$ cat config.mk
export PLATFORM = sky130hd
export DESIGN_NAME = cdr_oversample4_flat
export DESIGN_NICKNAME = d
export VERILOG_FILES = /design/src/rtl/cdr_oversample4_pkg.sv /design/src/rtl/cdr_oversample4_if.sv /design/src/rtl/cdr_oversample4_bit_synchronizer.sv /design/src/rtl/cdr_oversample4.sv /design/src/flat_wrapper.sv
export SDC_FILE = /design/constraint.sdc
export NUM_CORES = 1
export LEC_CHECK = 0
export ABC_AREA = 1
export CAP_MARGIN = 15
export CORE_MARGIN = 2
export CORE_UTILIZATION = 51
export CTS_CLUSTER_DIAMETER = 60
export CTS_CLUSTER_SIZE = 25
export DETAILED_ROUTE_END_ITERATION = 12
export PLACE_DENSITY_LB_ADDON = 0.2
export SYNTH_ARGS = -nofsm -noshare
export SYNTH_HDL_FRONTEND = slang
export SYNTH_HIERARCHICAL = 1
export SYNTH_SLANG_ARGS = --single-unit
$ cat constraint.sdc
create_clock -name clk_in -period 1.59 [get_ports clk_in]
set_clock_uncertainty 0.1 [all_clocks]
set_input_delay 0.318 -clock clk_in [delete_from_list [all_inputs] [get_ports clk_in]]
set_output_delay 0.318 -clock clk_in [all_outputs]
set_load 0.02 [all_outputs]
$ cat src/rtl/cdr_oversample4_pkg.sv
// Shared definitions for the oversampling CDR receiver: FSM state encoding
// and the default ratio/limit values also used by clock_divider4 users.
package cdr_oversample4_pkg;

  typedef enum logic {
    CDR_HUNT   = 1'b0,
    CDR_LOCKED = 1'b1
  } cdr_state_e;

  localparam int CDR_OSR_DEF         = 4;
  localparam int CDR_SYNC_STAGES_DEF = 2;
  localparam int CDR_LOCK_EDGES_DEF  = 8;
  localparam int CDR_IDLE_LIMIT_DEF  = 16;

  // Counter width able to hold 0..max_val without wrapping.
  function automatic int cnt_w(input int max_val);
    return $clog2(max_val) + 1;
  endfunction

endpackage

$ cat src/rtl/cdr_oversample4_if.sv
// Serial input and recovered outputs of the CDR receiver.
// master: the environment driving data_in; slave: the receiver itself.
interface cdr_oversample4_if;
  logic data_in;
  logic data_out;
  logic data_valid;
  logic clk_out;
  logic locked;

  modport master (
    output data_in,
    input  data_out,
    input  data_valid,
    input  clk_out,
    input  locked
  );

  modport slave (
    input  data_in,
    output data_out,
    output data_valid,
    output clk_out,
    output locked
  );
endinterface

$ cat src/rtl/cdr_oversample4_bit_synchronizer.sv
// Multi-flop synchronizer bringing the asynchronous serial line into the
// clk_in domain.
module bit_synchronizer #(
  parameter int STAGES = 2
) (
  input  logic clk_in,
  input  logic rst,
  input  logic d,
  output logic q
);

  logic [STAGES-1:0] sync_p;

  // Shift the raw input through the flop chain; reset clears every stage.
  always_ff @(posedge clk_in) begin
    if (rst) begin
      sync_p <= '0;
    end else begin
      sync_p <= {sync_p[STAGES-2:0], d};
    end
  end

  assign q = sync_p[STAGES-1];

endmodule

$ cat src/rtl/cdr_oversample4.sv
// Oversampling clock/data recovery receiver. clk_in runs at OSR times the
// bit rate; a phase counter is re-centred on every data transition, the
// line is sampled mid-bit, and a bit-rate clock is produced that follows
// the data edges. A two-state FSM reports lock once enough consecutive
// edges fall within +/-1 clk_in of the expected position.
module cdr_oversample4
  import cdr_oversample4_pkg::*;
#(
  parameter int OSR         = CDR_OSR_DEF,
  parameter int SYNC_STAGES = CDR_SYNC_STAGES_DEF,
  parameter int LOCK_EDGES  = CDR_LOCK_EDGES_DEF,
  parameter int IDLE_LIMIT  = CDR_IDLE_LIMIT_DEF
) (
  input logic             clk_in,
  input logic             rst,
  cdr_oversample4_if.slave bus
);

  localparam int PH_W = cnt_w(OSR - 1);
  localparam int GC_W = cnt_w(LOCK_EDGES);
  localparam int IC_W = cnt_w(IDLE_LIMIT);

  localparam logic [PH_W-1:0] PH_ZERO = '0;
  localparam logic [PH_W-1:0] PH_ONE  = PH_W'(1);
  localparam logic [PH_W-1:0] PH_MID  = PH_W'(OSR / 2);
  localparam logic [PH_W-1:0] PH_LAST = PH_W'(OSR - 1);

  localparam logic [GC_W-1:0] GOOD_MAX = GC_W'(LOCK_EDGES);
  localparam logic [IC_W-1:0] IDLE_MAX = IC_W'(IDLE_LIMIT);

  logic            sync_q;
  logic            sync_prev;
  logic            edge_det;
  logic [PH_W-1:0] ph;
  logic            good_edge;
  logic            sample;
  logic            wrap;
  logic            edge_seen;
  logic [IC_W-1:0] idle_cnt;
  logic [GC_W-1:0] good_cnt;
  logic [GC_W-1:0] good_cnt_nxt;
  cdr_state_e      state;
  cdr_state_e      state_nxt;

  logic            data_out_r;
  logic            data_valid_r;
  logic            clk_out_r;

  bit_synchronizer #(
    .STAGES (SYNC_STAGES)
  ) u_sync (
    .clk_in (clk_in),
    .rst    (rst),
    .d      (bus.data_in),
    .q      (sync_q)
  );

  // One-cycle delayed copy of the synchronized line for transition detection.
  always_ff @(posedge clk_in) begin
    if (rst) begin
      sync_prev <= 1'b0;
    end else begin
      sync_prev <= sync_q;
    end
  end

  assign edge_det  = (sync_q != sync_prev);
  // An edge within one clk_in of the ideal position (ph==0) is acceptable.
  assign good_edge = (ph == PH_LAST) || (ph == PH_ZERO) || (ph == PH_ONE);
  // A colliding edge takes priority over the mid-bit sample.
  assign sample    = (ph == PH_MID) && !edge_det;
  assign wrap      = (ph == PH_LAST) && !edge_det;

  // Phase counter: free-running modulo OSR, re-centred so the edge cycle is phase 0.
  always_ff @(posedge clk_in) begin
    if (rst) begin
      ph <= PH_ZERO;
    end else if (edge_det) begin
      ph <= PH_ONE;
    end else if (ph == PH_LAST) begin
      ph <= PH_ZERO;
    end else begin
      ph <= ph + PH_ONE;
    end
  end

  // Mid-bit sampler and recovered clock. The edge cycle is treated as phase 0,
  // so a re-aligning edge may end the clk_out high phase early; every level
  // still lasts at least one whole clk_in cycle because clk_out is registered.
  always_ff @(posedge clk_in) begin
    if (rst) begin
      data_out_r   <= 1'b0;
      data_valid_r <= 1'b0;
      clk_out_r    <= 1'b0;
    end else begin
      data_valid_r <= sample;
      if (sample) begin
        data_out_r <= sync_q;
        clk_out_r  <= 1'b1;
      end else if (edge_det || (ph == PH_ZERO)) begin
        clk_out_r  <= 1'b0;
      end
    end
  end

  // Idle tracker: counts whole bit periods without a transition, saturating.
  always_ff @(posedge clk_in) begin
    if (rst) begin
      edge_seen <= 1'b0;
      idle_cnt  <= '0;
    end else if (edge_det) begin
      edge_seen <= 1'b1;
      idle_cnt  <= '0;
    end else if (wrap) begin
      edge_seen <= 1'b0;
      if (!edge_seen && (idle_cnt != IDLE_MAX)) begin
        idle_cnt <= idle_cnt + IC_W'(1);
      end
    end
  end

  // Lock FSM state and good-edge counter registers.
  always_ff @(posedge clk_in) begin
    if (rst) begin
      state    <= CDR_HUNT;
      good_cnt <= '0;
    end else begin
      state    <= state_nxt;
      good_cnt <= good_cnt_nxt;
    end
  end

  // Lock FSM next state: the first edge in HUNT is the alignment edge and
  // always counts; any later edge must be good or the count restarts.
  always_comb begin
    state_nxt    = state;
    good_cnt_nxt = good_cnt;
    case (state)
      CDR_HUNT: begin
        if (edge_det) begin
          if (good_edge || (good_cnt == '0)) begin
            if (good_cnt != GOOD_MAX) begin
              good_cnt_nxt = good_cnt + GC_W'(1);
            end
          end else begin
            good_cnt_nxt = '0;
          end
          if (good_cnt_nxt == GOOD_MAX) begin
            state_nxt = CDR_LOCKED;
          end
        end
      end
      CDR_LOCKED: begin
        if ((edge_det && !good_edge) || (idle_cnt == IDLE_MAX)) begin
          state_nxt    = CDR_HUNT;
          good_cnt_nxt = '0;
        end
      end
      default: begin
        state_nxt    = CDR_HUNT;
        good_cnt_nxt = '0;
      end
    endcase
  end

  assign bus.data_out   = data_out_r;
  assign bus.data_valid = data_valid_r;
  assign bus.clk_out    = clk_out_r;
  assign bus.locked     = (state == CDR_LOCKED);

endmodule
$ cat src/flat_wrapper.sv
// flat-port wrapper written by rule: the top's interface ports become plain ports
module cdr_oversample4_flat import cdr_oversample4_pkg::*;
#(
  parameter int OSR         = CDR_OSR_DEF,
  parameter int SYNC_STAGES = CDR_SYNC_STAGES_DEF,
  parameter int LOCK_EDGES  = CDR_LOCK_EDGES_DEF,
  parameter int IDLE_LIMIT  = CDR_IDLE_LIMIT_DEF
)
  (clk_in, rst, bus_data_in, bus_data_out, bus_data_valid, bus_clk_out, bus_locked);
  cdr_oversample4_if bus_i ();
  input logic clk_in;
  input logic rst;
  input wire logic [$bits(bus_i.data_in)-1:0] bus_data_in;
  output wire logic [$bits(bus_i.data_out)-1:0] bus_data_out;
  output wire logic [$bits(bus_i.data_valid)-1:0] bus_data_valid;
  output wire logic [$bits(bus_i.clk_out)-1:0] bus_clk_out;
  output wire logic [$bits(bus_i.locked)-1:0] bus_locked;
  assign bus_i.data_in = bus_data_in;
  assign bus_data_out = bus_i.data_out;
  assign bus_data_valid = bus_i.data_valid;
  assign bus_clk_out = bus_i.clk_out;
  assign bus_locked = bus_i.locked;
  cdr_oversample4 #(.OSR(OSR), .SYNC_STAGES(SYNC_STAGES), .LOCK_EDGES(LOCK_EDGES), .IDLE_LIMIT(IDLE_LIMIT)) u_core (.clk_in(clk_in), .rst(rst), .bus(bus_i));
endmodule
==> metrics, run 1 <==
Vias=889; CP required=1.72 ns; clk_lat worst skew=0.29 ns; Post-synth ARST share=0%; r2r endpoint=u_core/bus.locked; Worst EP arrival=1.68 ns; residual DRC count=0; Post-Synthesis Cells=138; vias in the first global route=871; layout cells sized above 1=22.9%; sequential fraction of the synthesis area=38.4%; reg2reg start=u_core/ph[0]; most frequent cells after synthesis=nand2_1 (29), dfxtp_1 (20), inv_1 (16), nor2_1 (15), nand3_1 (14); crit path launch type=flop; DIE WIDTH=49.2 µm; Worst Path Class, Setup=reg2reg; Worst Tran Pin Value=0.223 ns; run status=complete, no violations; CTS Buffer Depth=2; Pleak=0.000532 µW; Synth Net Count=150; final worst-path cycle share=97.8%; Via density=4.94; initial antenna violation count=0; worst r2r path cells=9; nets=166; Die Y-Extent=49.2 µm; TritonCTS Sinks=20; H-tree depth=1; Area Overhead vs Synth=17.4%; EDFF count, synth=0; Starting Density=53.7%; port buffer count=6; GRT Total Usage=18.4%; DP HPWL=1.52 mm; Slew headroom=85.2%; # rows=16; placed cells=174; PD cells=800 nW/µm²; Yosys warning count=6; Final WS setup=0.0354 ns; area share of the leading cell type in the synthesized netlist=38.4%; cell area after synthesis=1040 µm²; worst hold path class=reg2reg; Peak VDD IR=0.557 mV; Distinct cells, synth=23; initial DRC count=25; drt pass-1 iters=4; most frequent cell after synthesis=nand2_1; endpoints failing setup=0; fmax=643 MHz; largest cells by area after synthesis=dfxtp_1 (38%), ha_1 (11%), nand2_1 (10%), nand3_1 (6.7%), inv_1 (5.8%); first-pass GRT wire length=3.45 mm; CTS Buf Count=3; clk slew on worst S/H paths=0.11 ns; Final Cell Area=1220 µm²; Die Area=2420 µm²; GRT met3 Usage=4.29%; end of the critical path=u_core/bus.locked; Synth area leader=dfxtp_1; Top FF cell, synth=dfxtp_1; non-filler instance count after layout=180; Place WS=0.0395 ns; met1 usage=21.3%; routed len/inst=11.0 µm; GPL Wtd Cong=0.844; GR Layer Usage met2=33.3%; slack of the worst reg-to-reg path=0.04 ns; final wirelength=1.99 mm; gr ovfl total=0; largest net degree at the start of global routing=13; Ports=7; min Tclk post-route=1.55 ns; synthesized flop and latch total=20; Max Cap Viol=0; crit path capture type=flop; Setup TNS Final=0 ns; CP max FO=7; global routing's busiest layer=met2; Area after DPL=1160 µm²; Final ANT Viol Nets=0; Final Max Slew Viols=0; Min Hold Slack=0.312 ns; Worst Setup SP=u_core/ph[0]; clock root cell=clkbuf_4; synthesized area per cell=7.56 µm²; final hold violation count=0; Fillers=182; Core ar.=1940 µm²; CTS tree=done; Inserted Diodes=0
==> timing repair <==
item	4_1_cts	5_1_grt
hold buffers	0	0
setup endpoints to repair	4	7
gates resized for setup	4	7
hold endpoints to repair	0	0
pin swaps	0	5
setup buffers	0	2
==> worst min path at each step <==
stage,start,to,slack [ns],depth (start not counted)
after detailed placement,u_core/u_sync/sync_p[0],u_core/u_sync/sync_p[1],0.30,2
after CTS,u_core/u_sync/sync_p[0],u_core/u_sync/sync_p[1],0.32,2
after global routing,u_core/u_sync/sync_p[0],u_core/u_sync/sync_p[1],0.37,2
after floorplan,u_core/u_sync/sync_p[0],u_core/u_sync/sync_p[1],0.29,2
final,u_core/u_sync/sync_p[0],u_core/u_sync/sync_p[1],0.31,2
after global placement,u_core/u_sync/sync_p[0],u_core/u_sync/sync_p[1],0.29,2
==> cell usage in the layout (no fill, tap or decap), types with 2 or more instances in the layout <==
master and instances:
a21oi_1 7, a21oi_2 5, buf_4 6, clkbuf_4 3, clkdlybuf4s50_1 2, dfxtp_1 16
dfxtp_2 4, dlygate4sd2_1 4, ha_1 7, ha_2 2, inv_1 16, inv_2 6
nand2_1 29, nand3_1 13, nand3_2 2, nand4_1 3, nor2_1 15, nor2_2 2
==> power by group <==
group          internal, µW  total, µW  switching (µW)
Combinational          62.2        154            91.5
Clock                   139        289             149
Sequential              523        538            15.0
==> flip-flops by register name (all words and copies together), names as in the netlist <==
name,count
u_core/idle_cnt,5
u_core/good_cnt,4
u_core/ph,3
u_core/u_sync/sync_p,2
u_core/bus.clk_out,1
u_core/bus.data_out,1
u_core/bus.data_valid,1
u_core/bus.locked,1
u_core/edge_seen,1
u_core/sync_prev,1
==> routing by layer <==
metal | share of wire, % | vias to the layer above
met3 | 2.3 | 4
met2 | 52 | 7
met4 | 1.1 | 0
met1 | 45 | 410
met5 | 0 | -
li1 | - | 468
==> final cells by class <==
| type | count | area, µm² | area share, % |
|---|---|---|---|
| multi-input cells | 95 | 567 | 46.3 |
| flip-flops and latches | 20 | 405 | 33.1 |
| repair buffers | 12 | 100 | 8.17 |
| inverters | 22 | 82.6 | 6.74 |
| clock buffers | 4 | 36.3 | 2.96 |
| well taps | 27 | 33.8 | 2.76 |
==> cell families after synthesis <==
logic type	share of synthesized area, %
AOI/OAI and AO/OA	8.75
DFF	38.4
buffers and inverters	8.27
xor gates and xnor gates	0.839
adders and majority gates	10.8
and+or+nand+nor	33.0
==> stage by stage <==
step	total power [µW]	util, %
floorplan	649	-
global placement	691	59.9
detailed placement	697	59.9
CTS	981	61.5
global route	1040	63.1
finish	980	63.1
==> critical path, stage by stage, from the launching register on <==
cell,delay (ns)
dfxtp_2,0.35
buf_4,0.13
ha_1,0.20
a21oi_2,0.16
nand3_2,0.14
nand2_1,0.10
nand2_1,0.05
nor2_1,0.09
nor2_1,0.05
nor2_1,0.11
Power figures use the tool's default switching activity.
==> run 2, diff against run 1 <==
- HOLD_SLACK_MARGIN: unset -> 0.08
- SLEW_MARGIN: unset -> 0
==> results of run 2 <==
Final layout, timing and power as in run 1 (identical DEF).
==> run 3, diff against run 2 <==
--- a/config.mk
+++ b/config.mk
@@ -14,4 +14,5 @@
 export DETAILED_ROUTE_END_ITERATION = 12
 export HOLD_SLACK_MARGIN = 0.08
+export MAX_ROUTING_LAYER = met4
 export PLACE_DENSITY_LB_ADDON = 0.2
 export SLEW_MARGIN = 0
--- a/constraint.sdc
+++ b/constraint.sdc
@@ -3,3 +3,3 @@
 set_input_delay 0.318 -clock clk_in [delete_from_list [all_inputs] [get_ports clk_in]]
 set_output_delay 0.318 -clock clk_in [all_outputs]
-set_load 0.02 [all_outputs]
+set_load 0.005 [all_outputs]
==> run 3 against run 2 <==
Compared with the run above:
- cell area is 1.9% higher
- via count shrank 1.3%
- sequential cell count unchanged
- clock power increased by 3%
==> metrics, run 3 (synthesized netlist as in run 1, its figures left out) <==
CP required=1.17 ns (was 1.72 ns); largest net degree at the start of global routing=13 (unchanged); PD cells=797 nW/µm² (was 800 nW/µm²); CP Buf/Inv Count=1 (unchanged); Top Layer Used=met4 (unchanged); commonest non-fill, non-tap cell in the layout=nand2_1 (unchanged); final hold violation count=0 (unchanged); DP HPWL=1.42 mm (was 1.52 mm); routed len/inst=10.9 µm (was 11.0 µm); metal1 wirelength=919 µm (was 886 µm); max FFs per register=5 (unchanged); # rows=16 (unchanged); Final ANT Viol Nets=0 (unchanged); CP max FO=2 (was 7); run status=complete, no violations (unchanged); CTS Buf Count=3 (unchanged); Slew headroom=82.2% (was 85.2%); Min Hold Slack=0.327 ns (was 0.312 ns); Ports=7 (unchanged); Area Overhead vs Synth=19.7% (was 17.4%); total chip power=995 µW (was 980 µW); CTS tree=done (unchanged); Worst Tran Pin Value=0.267 ns (was 0.223 ns); Crit path largest cell delay=0.49 ns (was 0.35 ns); clock root cell=clkbuf_4 (unchanged); final worst-path cycle share=96.6% (was 97.8%); Pleak=0.000536 µW (was 0.000532 µW); Core ar.=1940 µm² (unchanged); Vias=877 (was 889); clk_lat worst skew=0.31 ns (was 0.29 ns); crit path capture type=primary output (was flop); worst hold path class=reg2reg (unchanged); Largest Register=u_core/idle_cnt (unchanged); residual DRC count=0 (unchanged); clk slew on worst S/H paths=0.10 ns (was 0.11 ns); GPL Wtd Cong=0.807 (was 0.844); first-pass GRT wire length=3.17 mm (was 3.45 mm); met2 WL=937 µm (was 1.03 mm); Critical-path top delay cell=clkdlybuf4s50_1 (was dfxtp_2); Via density=4.90 (was 4.94); Die Y-Extent=49.2 µm (unchanged); most frequent cells in the layout=nand2_1 (29), inv_1 (16), nor2_1 (15) (was nand2_1 (29), inv_1 (16), dfxtp_1 (16)); Max Cap Viol=0 (unchanged); TritonCTS Sinks=20 (unchanged); DIE WIDTH=49.2 µm (unchanged); CTS Buffer Depth=2 (unchanged); gr ovfl total=0 (unchanged); drt pass-1 iters=4 (unchanged); vias in the first global route=740 (was 871); min Tclk post-route=1.54 ns (was 1.55 ns); Final WS setup=0.0540 ns (was 0.0354 ns); final wirelength=1.96 mm (was 1.99 mm); fmax=651 MHz (was 643 MHz); Peak VDD IR=0.605 mV (was 0.557 mV); biggest regs=u_core/idle_cnt: 5 flops, u_core/good_cnt: 4 flops, u_core/ph: 3 flops (unchanged); fin util=64.3% (was 63.1%); Final Max Slew Viols=0 (unchanged); Inserted Diodes=0 (unchanged); Setup TNS Final=0 ns (unchanged); critical path cell sequence=clkdlybuf4s50_1 (was buf_4 -> ha_1 -> a21oi_2 -> nand3_2 -> nand2_1 -> nand2_1 -> nor2_1 -> nor2_1 -> nor2_1); Worst EP arrival=1.12 ns (was 1.68 ns); layout cells sized above 1=23.0% (was 22.9%); Die Area=2420 µm² (unchanged); critical path's top delay family=buffers and inverters (was simple AND/OR/NAND/NOR gates); Starting Density=53.7% (unchanged); GRT Total Usage=17.8% (was 18.4%); Place WS=0.0658 ns (was 0.0395 ns); H-tree depth=1 (unchanged); initial DRC count=22 (was 25); met3 WL post-DR=67 µm (was 46 µm); endpoints failing setup=0 (unchanged); Worst Path Class, Setup=reg2out (was reg2reg); crit path launch type=flop (unchanged); initial antenna violation count=0 (unchanged); nets=165 (was 166); port buffer count=6 (unchanged)
run 3: changes by cell type in the layout (fill, tap and decap cells not counted), sizes merged:
cell and change:
buf -1, clkdlybuf4s50 +2, dlygate4sd2 -3, dlymetal6s2s +1
run 3: metrics by stage:
| stage | instances | instance area, µm² |
|---|---|---|
| 2_1_floorplan | 138 | 1040 |
| 3_3_place_gp | 172 | 1150 |
| 3_5_place_dp | 172 | 1150 |
| 4_1_cts | 176 | 1190 |
| 5_1_grt | 179 | 1250 |
| 6_report | 179 | 1250 |
run 3: worst paths after layout:
path                      startpoint                       to  slack, ns  cells after the start
max reg2reg             u_core/ph[0]        u_core/bus.locked       0.09                      9
min reg2reg  u_core/u_sync/sync_p[0]  u_core/u_sync/sync_p[1]       0.33                      2
max              u_core/bus.data_out             bus_data_out       0.05                      1
min          u_core/u_sync/sync_p[0]  u_core/u_sync/sync_p[1]       0.33                      2
run 3: worst min-delay path: stages, from the launching register on:
cell and delay [ns]:
dfxtp_1 0.31, inv_1 0.05, nor2_1 0.04
run 3: report_power, final:
part / total (µW) / leakage (µW) / switching, µW / internal (µW)
Combinational: 159 / 0.000350 / 93.4 / 65.8
Clock: 299 / 0.0000210 / 159 / 140
Sequential: 537 / 0.000165 / 15.6 / 521
run 3: final cells by class:
type                    count  area, µm²
flip-flops and latches     20        410
multi-input cells          95        587
clock buffers               4       36.3
inverters                  22       82.6
fillers                   183        693
well taps                  27       33.8
repair buffers             11       98.8
run 3: layer usage:
layer | GRT usage, % | vias up
met3 | 3.68 | 5
met4 | 7.14 | 0
met5 | - | -
li1 | - | 466
met2 | 27.0 | 10
met1 | 23.1 | 396
run 3: repair_timing:
action,CTS,global route
endpoints found under the setup margin,2,6
resized for setup,4,10
pin swaps,0,5
buffers inserted,0,3
hold buffers,0,0
